--- config.mk ---
export PLATFORM = sky130hd
export DESIGN_NAME = keccak_round_scheduler
export DESIGN_NICKNAME = d
export VERILOG_FILES = /design/src/rtl/keccak_sched_pkg.sv /design/src/rtl/sched_slice_counter.sv /design/src/rtl/keccak_round_scheduler.sv
export SDC_FILE = /design/constraint.sdc
export NUM_CORES = 1
export LEC_CHECK = 0
export CAP_MARGIN = 25
export CORE_MARGIN = 4
export CORE_UTILIZATION = 33
export CTS_CLUSTER_SIZE = 25
export DETAILED_ROUTE_END_ITERATION = 10
export PLACE_DENSITY = 0.82
export SLEW_MARGIN = 20
export SYNTH_ARGS = -nofsm -noshare
export SYNTH_HDL_FRONTEND = slang
export SYNTH_HIERARCHICAL = 1
export SYNTH_SLANG_ARGS = --single-unit
--- constraint.sdc ---
create_clock -name clk -period 3.4 [get_ports clk]
set_clock_uncertainty 0.1 [all_clocks]
set_input_delay 0.68 -clock clk [delete_from_list [all_inputs] [get_ports clk]]
set_output_delay 0.68 -clock clk [all_outputs]
set_load 0.005 [all_outputs]
--- src/rtl/keccak_sched_pkg.sv ---
// Shared definitions for the Keccak-f round scheduler: FSM encoding,
// step-unit indices and default state geometry.
package keccak_sched_pkg;

  localparam int CountDefault = 64;
  localparam int WidthDefault = 25;

  typedef enum logic [2:0] {
    IDLE  = 3'd0,
    START = 3'd1,
    FEED  = 3'd2,
    DRAIN = 3'd3,
    NEXT  = 3'd4
  } schedState_e;

  localparam logic [2:0] STEP_THETA = 3'd0;
  localparam logic [2:0] STEP_RHO   = 3'd1;
  localparam logic [2:0] STEP_PI    = 3'd2;
  localparam logic [2:0] STEP_CHI   = 3'd3;
  localparam logic [2:0] STEP_IOTA  = 3'd4;

endpackage

--- src/rtl/sched_slice_counter.sv ---
// Slice counter shared by the FEED and DRAIN phases; wraps to 0 on the
// Count-th enabled cycle and flags that cycle on tc.
module sched_slice_counter #(
  parameter int Count = 64,
  parameter int AdrW  = 6
) (
  input  logic            clk,
  input  logic            rst,
  input  logic            clr,
  input  logic            en,
  output logic [AdrW-1:0] cnt,
  output logic            tc
);

  // One spare bit so a full Count never reads back as slice 0.
  localparam logic [AdrW:0] LastVal = (AdrW+1)'(Count - 1);

  logic [AdrW:0] cntReg;

  assign tc  = en && (cntReg == LastVal);
  assign cnt = cntReg[AdrW-1:0];

  always_ff @(posedge clk) begin
    if (!rst) begin
      cntReg <= '0;
    end else if (clr || tc) begin
      cntReg <= '0;
    end else if (en) begin
      cntReg <= cntReg + 1'b1;
    end
  end

endmodule

--- src/rtl/keccak_round_scheduler.sv ---
// Keccak-f round scheduler: runs the step units in order for every round and
// owns the slice-RAM port. Optional protocol checker: SCHED_PROTOCOL_CHECK_EN.
module keccak_round_scheduler
  import keccak_sched_pkg::*;
#(
  parameter int Count    = CountDefault,
  parameter int Width    = WidthDefault,
  parameter int NumSteps = 5,
  parameter int Rounds   = 24,
  parameter int AdrW     = 6,
  parameter int SelW     = 3,
  parameter int RoundW   = 5
) (
  input  logic                      clk,
  input  logic                      rst,
  input  logic                      start,
  output logic                      ready,
  output logic                      done,
  output logic [RoundW-1:0]         roundIdx,
  output logic [SelW-1:0]           stepSel,
  output logic [NumSteps-1:0]       stepStart,
  input  logic [NumSteps-1:0]       stepPutInput,
  input  logic [NumSteps-1:0]       stepOutReady,
  input  logic [NumSteps*Width-1:0] stepOut,
  output logic [AdrW-1:0]           memAdr,
  output logic                      memRead,
  output logic                      memWrite,
  output logic [Width-1:0]          memWData,
  output logic                      err,
  output logic [2:0]                stateDbg
);

  schedState_e       state;
  logic [SelW-1:0]   stepIdx;
  logic [SelW-1:0]   nextIdx;
  logic              putSel;
  logic              outSel;
  logic [Width-1:0]  selOut;
  logic [AdrW-1:0]   sliceCnt;
  logic              cntEn;
  logic              cntClr;
  logic              cntTc;

  // Handshake: a slice moves in whichever cycle the selected unit's putInput
  // (FEED) or outReady (DRAIN) is high; the scheduler is always ready in those
  // phases, so the unit's bit alone is the transfer, with no backpressure.
  always_comb begin
    putSel = 1'b0;
    outSel = 1'b0;
    selOut = '0;
    for (int k = 0; k < NumSteps; k++) begin
      if (stepIdx == SelW'(k)) begin
        putSel = stepPutInput[k];
        outSel = stepOutReady[k];
        selOut = stepOut[k*Width +: Width];
      end
    end
  end

  assign nextIdx = stepIdx + SelW'(1);
  assign cntEn   = ((state == FEED) && putSel) || ((state == DRAIN) && outSel);
  assign cntClr  = (state == START);

  sched_slice_counter #(
    .Count (Count),
    .AdrW  (AdrW)
  ) u_sliceCounter (
    .clk (clk),
    .rst (rst),
    .clr (cntClr),
    .en  (cntEn),
    .cnt (sliceCnt),
    .tc  (cntTc)
  );

  // Strobes are gated by rst so an abort never commits a RAM write.
  assign memAdr   = sliceCnt;
  assign memRead  = rst && (state == FEED) && putSel;
  assign memWrite = rst && (state == DRAIN) && outSel;
  assign memWData = selOut;
  assign ready    = (state == IDLE);
  assign stepSel  = stepIdx;
  assign stateDbg = state;

  always_ff @(posedge clk) begin
    if (!rst) begin
      state     <= IDLE;
      stepIdx   <= '0;
      roundIdx  <= '0;
      stepStart <= '0;
      done      <= 1'b0;
    end else begin
      stepStart <= '0;
      done      <= 1'b0;
      case (state)
        IDLE: begin
          if (start) begin
            state     <= START;
            stepIdx   <= '0;
            roundIdx  <= '0;
            stepStart <= NumSteps'(1);
          end
        end
        START: state <= FEED;
        FEED:  if (cntTc) state <= DRAIN;
        DRAIN: if (cntTc) state <= NEXT;
        NEXT: begin
          if (stepIdx < SelW'(NumSteps - 1)) begin
            stepIdx   <= nextIdx;
            stepStart <= NumSteps'(1) << nextIdx;
            state     <= START;
          end else begin
            stepIdx <= '0;
            if (roundIdx == RoundW'(Rounds - 1)) begin
              roundIdx <= '0;
              done     <= 1'b1;
              state    <= IDLE;
            end else begin
              roundIdx  <= roundIdx + RoundW'(1);
              stepStart <= NumSteps'(1);
              state     <= START;
            end
          end
        end
        default: state <= IDLE;
      endcase
    end
  end

`ifdef SCHED_PROTOCOL_CHECK_EN
  logic [NumSteps-1:0] otherMask;
  logic                protoViol;

  always_comb begin
    otherMask = ~(NumSteps'(1) << stepIdx);
    protoViol = ((state == FEED) && outSel) || ((state == DRAIN) && putSel) ||
                (|((stepPutInput | stepOutReady) & otherMask));
  end

  always_ff @(posedge clk) begin
    if (!rst) begin
      err <= 1'b0;
    end else if (protoViol) begin
      err <= 1'b1;
    end
  end
`else
  assign err = 1'b0;
`endif

endmodule
==> results.md, run 1 <==
- Outcome: finished clean
- Post-route DRC: 0
- Hold path start: roundIdx[4]$_SDFFE_PN0P_
- Final net count: 620
- CTS buffer count: 3
- Syn nets: about 450
- CTS root buf: clkbuf_8
- Hold worst-path end: roundIdx[4]$_SDFFE_PN0P_
- Die extent in x: between 90 and 100 um
- Yosys reg bits: 24
- # IOs: 190
- Predominant post-synthesis flop cell: dfxtp_1
- Worst hold slack: 0.399 ns
- Synthesized area per cell: 7.57 um2
- Dpl ws: roughly 0.23 ns
- DIE AREA: ~8400 um2
- Seq pwr share: approximately 36%
- Fin crit share: a little over nine tenths
- WHS Path Cells: 1
- Core area: approximately 6800 um2
- CP Capture Type: output pin
- Layout cells sized above 1: around 5.7%
- RSZ-0062 raised after global routing: false
- Crit path from: stepSel[0]$_SDFFE_PN0P_
- Max VDD drop: between 200 and 250 uV
- Overall routing resource usage: 22.9%
- Clock sinks: 24
- Cell taking the most area after synthesis: dfxtp_1
- R2R Path Start: stepSel[0]$_SDFFE_PN0P_
- Internal: between 600 and 700 uW
- DRT antenna net count: 0
- Vias per cell: about 5.3
- Critical Path Source Type: flip-flop
- CTS Buffer Depth: 2
- Post-synth EDFFs: 0
- Row count: 30
- Vias in the first global route: roughly 2,800
- N_diodes: 0
- Layout area overhead: 84.2%
- Post-Synthesis Cells: 305
- Total congestion overflow: 0
- R2r setup slk: a little under 0.3 ns
- Routed vias: 2,986
- PwrDens: ~190 nW/um2
- Port Buffer Count: roughly 190
- Sequential element share of the synthesized area: 20.8%
- Largest net degree at the start of global routing: a little over 50
- Worst-Skew Late Latency: 0.26 ns
- Reg-to-Reg End: stateDbg[0]$_SDFFE_PN0P_
- MaxCap Viol Count: 0
- Average routed wire per standard cell: around 18 um
- Worst Path Required: approximately 2.6 ns
- Post-Route WL: approximately 10 mm
- Final setup vio count: 0
- Die Height: just over 90 um
- Final instance area: around 4300 um2
- Initial antenna violation count: 0
- Critical path class: reg -> out
- YS warnings: 6
- CTS tree: yes
- Share of the synthesized area in the top cell type: 20.8%
- Clock transition at the registers of the reported paths: 0.09 ns
- Synth top area cells: dfxtp_1 (21%), a221o_1 (11%), and3_1 (7.9%)
- Cell Area, Placed: 4170 um2
- FF-to-FF path depth: 13
- Slew Viols, Final: 0
- Leak: 0.00163 uW
- Worst Path Arrival: between 2 and 2.5 ns
- Endpoints failing hold: 0
- Placed Cells: roughly 560
- First-pass GRT wire length: 15.7 mm
- Non-Filler Instances: 568
- Tmin final: 3.23 ns
- Max Clk Rate: 310 MHz
- Synthesized area: about 2300 um2
- Drt pass-1 iters: 4
- Starting Density: approximately 34%
- Post-synthesis cell type count: 56
- Worst Hold Class: reg -> reg
- Setup TNS: 0 ns
- DRT iter0 DRCs: approximately 130
- Asr flop ratio synth: 0%
- Switching Power: around 170 uW
- Clk pwr share: 29.9%
- DPL Wire Length: about 8.3 mm
- Max Fanout on Critical Path: 25
- H-tree Lvls: 1
- Logic pwr share: approximately a third
- Final Wtd Congestion: around 0.9
- Final setup margin: ~0.17 ns
- Switching share of power: between 20% and 30%
==> sequential cells by signal, summed over array words and instances (netlist names) <==
register               cells
stateDbg                   3
roundIdx                   5
stepSel                    3
stepStart                  5
u_sliceCounter/cntReg      7
done                       1
==> metrics by stage <==
| step | power [uW] | utilization [%] |
|---|---|---|
| finish | 820 | 62.6 |
| CTS | 828 | 62.4 |
| global route | 855 | 62.6 |
| global placement | 575 | 61.3 |
| floorplan | 367 | - |
| detailed placement | 579 | 61.3 |
==> power groups by stage <==
stage / Clock [uW] / Combinational [uW] / Sequential (uW)
CTS: 253 / 282 / 293
finish: 245 / 282 / 293
global route: 259 / 301 / 294
floorplan: 0 / 70.6 / 296
global placement: 0 / 276 / 299
detailed placement: 0 / 280 / 299
==> worst max-delay path by stage <==
| stage | end | slack, ns | depth (start not counted) |
|---|---|---|---|
| 6_report | memWData[20] | 0.17 | 7 |
| 5_1_grt | memWData[20] | 0.02 | 7 |
| 4_1_cts | memWData[20] | 0.04 | 8 |
| 3_5_place_dp | stateDbg[0]$_SDFFE_PN0P_ | 0.23 | 12 |
| 3_3_place_gp | memWrite | 0.35 | 5 |
| 2_1_floorplan | stateDbg[0]$_SDFFE_PN0P_ | 0.66 | 14 |
==> cell usage in the layout (no fill, tap or decap), types with 2 or more instances in the layout <==
cell             instances
buf_6                    3
and2_1                   3
clkbuf_8                 3
nor2_1                  15
nor2b_1                  5
a221oi_1                 2
o21ai_1                 36
dfxtp_1                 24
ha_2                     2
o21ai_0                 22
ha_1                     7
a21oi_2                  2
a21oi_1                 31
inv_1                    4
nand4_2                  2
and3_1                  29
a221o_1                 25
xor2_1                   2
xnor2_1                  2
nor3b_1                  4
buf_4                    5
nor2b_2                  2
nand3_1                  5
clkdlybuf4s50_1        188
nand2_1                 14
nand2b_1                 3
==> kinds of logic (layout without fill, tap and decap cells) <==
group,Yosys count,in the layout,share of synthesized area [%]
buf+inv,39,206,10.1
other cells,1,1,0.162
xor+xnor,4,4,1.52
flops,24,24,20.8
compound gates,132,132,37.4
simple gates,94,94,24.2
mux,2,2,0.921
fa+ha+maj,9,9,4.88
==> cells in the mapped netlist, types with 5 or more instances <==
master    instances
a21oi_1          31
nor2_1           15
o21ai_0          23
nor2b_1           7
buf_4             8
buf_6             6
dfxtp_1          24
ha_1              9
nand3_1           5
clkbuf_1         10
a221o_1          25
o21ai_1          35
buf_2             8
nand2_1          14
and3_1           29
==> cell type report <==
class	count	area [um2]
Fill cell	608	2540
Multi-Input combinational cell	242	1610
Sequential cell	24	480
Clock inverter	1	30.0
Inverter	6	22.5
Tap cell	96	120
Clock buffer	3	41.3
Timing Repair Buffer	196	1950
==> per-layer routing <==
metal  track usage, %  wire (um)  part of all wire, %  vias up
met5                0          0                    0        -
met4             3.77        134                  1.3        0
met3             3.77        764                  7.4       10
met2             42.1       5320                   52      124
met1             28.2       4050                   39     1377
li1                 -          -                    -     1475
==> timing repair <==
action | in CTS | in global routing
buffers inserted | 0 | 0
gates resized for setup | 0 | 6
hold buffers | 0 | 0
setup endpoints to repair | 0 | 27
==> critical path, stage by stage, from the launching register on <==
cell	delay (ns)
dfxtp_1	0.46
ha_2	0.31
nor2b_2	0.16
buf_4	0.27
a221o_1	0.20
o21ai_0	0.09
o21ai_1	0.17
clkdlybuf4s50_1	0.53
(Power assumes the default switching activity.)
==> run 2: changes to the inputs <==
--- a/config.mk
+++ b/config.mk
@@ -10,6 +10,7 @@
 export CORE_UTILIZATION = 33
 export CTS_CLUSTER_SIZE = 25
 export DETAILED_ROUTE_END_ITERATION = 10
+export GPL_TIMING_DRIVEN = 0
 export PLACE_DENSITY = 0.82
 export SLEW_MARGIN = 20
 export SYNTH_ARGS = -nofsm -noshare
==> run 2 against run 1 <==
Final cell count rose by 4.6%. First-iteration DRC count fell by 16%. Sequential power barely moved. Clock-buffer cell count did not move. Clock power rose by 2%. Total power rose by 1.1%. Setup slack got worse by 0.053 ns. Critical endpoint is now memWData[4]. Largest power group unchanged.
==> results.md, run 2 (synthesized netlist as in run 1, its figures left out) <==
- Critical path class: reg -> out
- Clock sinks: 24 (unchanged)
- Met2 wire length: 5.37 mm (+0.83%)
- Largest net degree at the start of global routing: 15 (-71%)
- PwrDens: 188 nW/um2 (-2.5%)
- Endpoints failing hold: 0 (unchanged)
- Tmin final: 3.28 ns (+0.0535 ns)
- Met1 wire length: 4.31 mm (+6.4%)
- Fin crit share: 96.5% (+1.6 points)
- Max VDD drop: 331 uV (+48%)
- Largest register FFs: 7 (unchanged)
- Crit path depth: 9 (+2)
- CTS Buffer Depth: 2 (unchanged)
- Worst Hold Class: reg -> reg
- CTS tree: yes
- CP max stage delay: 0.47 ns (-0.06 ns)
- Total congestion overflow: 0 (unchanged)
- Final Wtd Congestion: 0.924 (+2.2%)
- Vias per cell: 5.21 (-0.92%)
- Final instance area: 4410 um2 (+3.7%)
- Final Util: 64.9% (+2.3 points)
- Largest registers: u_sliceCounter/cntReg: 7 flops, roundIdx: 5 flops, stepStart: 5 flops
- Met3 wire len: 617 um (-19%)
- Post-Route WL: 10.6 mm (+2.8%)
- Die extent in x: 91.7 um (unchanged)
- Worst path most repeated cell: o21ai_1
- WHS Path Cells: 1 (unchanged)
- Worst-Skew Late Latency: 0.27 ns (about the same)
- Worst Path Required: 2.62 ns (about the same)
- Final net count: 646 (+4.2%)
- Worst path cell trace: inv_1 > ha_1 > nor3b_4 > buf_12 > buf_6 > a221o_1 > o21ai_1 > o21ai_1 > clkdlybuf4s50_1
- DRT iter0 DRCs: 107 (-16%)
- # IOs: 190 (unchanged)
- Die Height: 91.7 um (unchanged)
- DPL Wire Length: 8.75 mm (+5.2%)
- CTS Hold Bufs: 0 (unchanged)
- First-pass GRT wire length: 16.4 mm (+4.6%)
- Switching share of power: 21.0% (+0.59 points)
- FF-to-FF path depth: 14 (+1)
- Delay-heaviest family, CP: buffers and inverters
- Final setup vio count: 0 (unchanged)
- H-tree Lvls: 1 (unchanged)
- Worst path slowest cell: clkdlybuf4s50_1
- Drt pass-1 iters: 5 (+1)
- Max Clk Rate: 305 MHz (-1.6%)
- Worst Path Arrival: 2.50 ns (+0.05 ns)
- Average routed wire per standard cell: 17.8 um (-1.7%)
- Initial antenna violation count: 0 (unchanged)
- Port Buffer Count: 188 (unchanged)
- Clk pwr share: 30.2% (+0.3 points)
- DRT antenna net count: 0 (unchanged)
- Routed vias: 3,094 (+3.6%)
- Outcome: finished clean
- Row count: 30 (unchanged)
- Multi-input logic area: 1600 um2 (-0.62%)
- Max Fanout on Critical Path: 10 (-60%)
- Setup TNS: 0 ns (unchanged)
- Fillers: 616 (+1.3%)
- Slew Viols, Final: 0 (unchanged)
- Core area: 6790 um2 (unchanged)
- Clock transition at the registers of the reported paths: 0.09 ns (about the same)
- Vias in the first global route: 3,062 (+9.4%)
- RSZ-0062 raised after global routing: false
- Commonest non-fill, non-tap cell in the layout: clkdlybuf4s50_1
- Worst hold slack: 0.406 ns (+0.00689 ns)
- Worst Path Buf+Inv: 4 (+2)
- Starting Density: 34.0% (unchanged)
- Largest register by flop count: u_sliceCounter/cntReg
- Overall routing resource usage: 23.9% (+0.94 points)
- N_diodes: 0 (unchanged)
- Internal: 655 uW (+0.38%)
- CP Capture Type: output pin
- Switching Power: 174 uW (+4.0%)
- Layout cells sized above 1: 9.04% (+3.3 points)
- Critical Path Source Type: flip-flop
- Cell Area, Placed: 4310 um2 (+3.5%)
- MaxCap Viol Count: 0 (unchanged)
- DIE AREA: 8400 um2 (unchanged)
- Logic pwr share: 34.8% (+0.4 points)
- Max layer used: met4
- Leak: 0.00175 uW (+7.1%)
- Commonest cells after routing, fill and taps aside: clkdlybuf4s50_1 (188), o21ai_1 (36), a21oi_1 (31)
- Post-route DRC: 0 (unchanged)
- Layout area overhead: 91.0%
- CTS buffer count: 3 (unchanged)
- CTS root buf: clkbuf_8
- Register area: 484 um2 (+0.78%)
- Seq pwr share: 35.0% (-0.7 points)
run 2: cell type report:
type                       instances  area share (%)
timing repair buffer             189            43.1
multi-input combinational        242            36.2
sequential                        24            11.0
buffer                            33            4.82
tap                               96            2.72
clock buffer                       3           0.936
clock inverter                     1           0.681
inverter                           6           0.539
run 2: power by group through the flow:
stage	sequential [uW]	clock [uW]	combinational (uW)
2_1_floorplan	296	0	70.6
3_3_place_gp	297	0	281
3_5_place_dp	297	0	286
4_1_cts	290	256	288
5_1_grt	291	265	306
6_report	290	251	288
run 2: what timing repair did:
action,4_1_cts,5_1_grt
buffers inserted,1,0
resized for setup,1,8
pin swaps,1,0
setup endpoints to repair,6,28
gates cloned,0,0
run 2: per-layer routing:
layer / track usage [%] / vias to the layer above
met5: 0 / -
met4: 6.16 / 0
met3: 3.86 / 22
met2: 43.7 / 122
met1: 28.7 / 1420
li1: - / 1530
run 2: worst paths after layout:
path | startpoint | endpoint | slack [ns]
worst max-delay path | stepSel[0]$_SDFFE_PN0P_ | memWData[4] | 0.12
worst min-delay path | roundIdx[4]$_SDFFE_PN0P_ | roundIdx[4]$_SDFFE_PN0P_ | 0.41
worst max register to register | stepSel[0]$_SDFFE_PN0P_ | stateDbg[0]$_SDFFE_PN0P_ | 0.33
worst min register to register | roundIdx[4]$_SDFFE_PN0P_ | roundIdx[4]$_SDFFE_PN0P_ | 0.41
run 2: per-stage QoR:
stage | setup slack [ns] | total power (uW) | std cells
floorplan | 0.664 | 367 | 305
global placement | 0.0181 | 578 | 589
detailed placement | 0.0436 | 583 | 589
CTS | 0.0150 | 834 | 594
global route | 0.000662 | 863 | 594
finish | 0.118 | 829 | 594
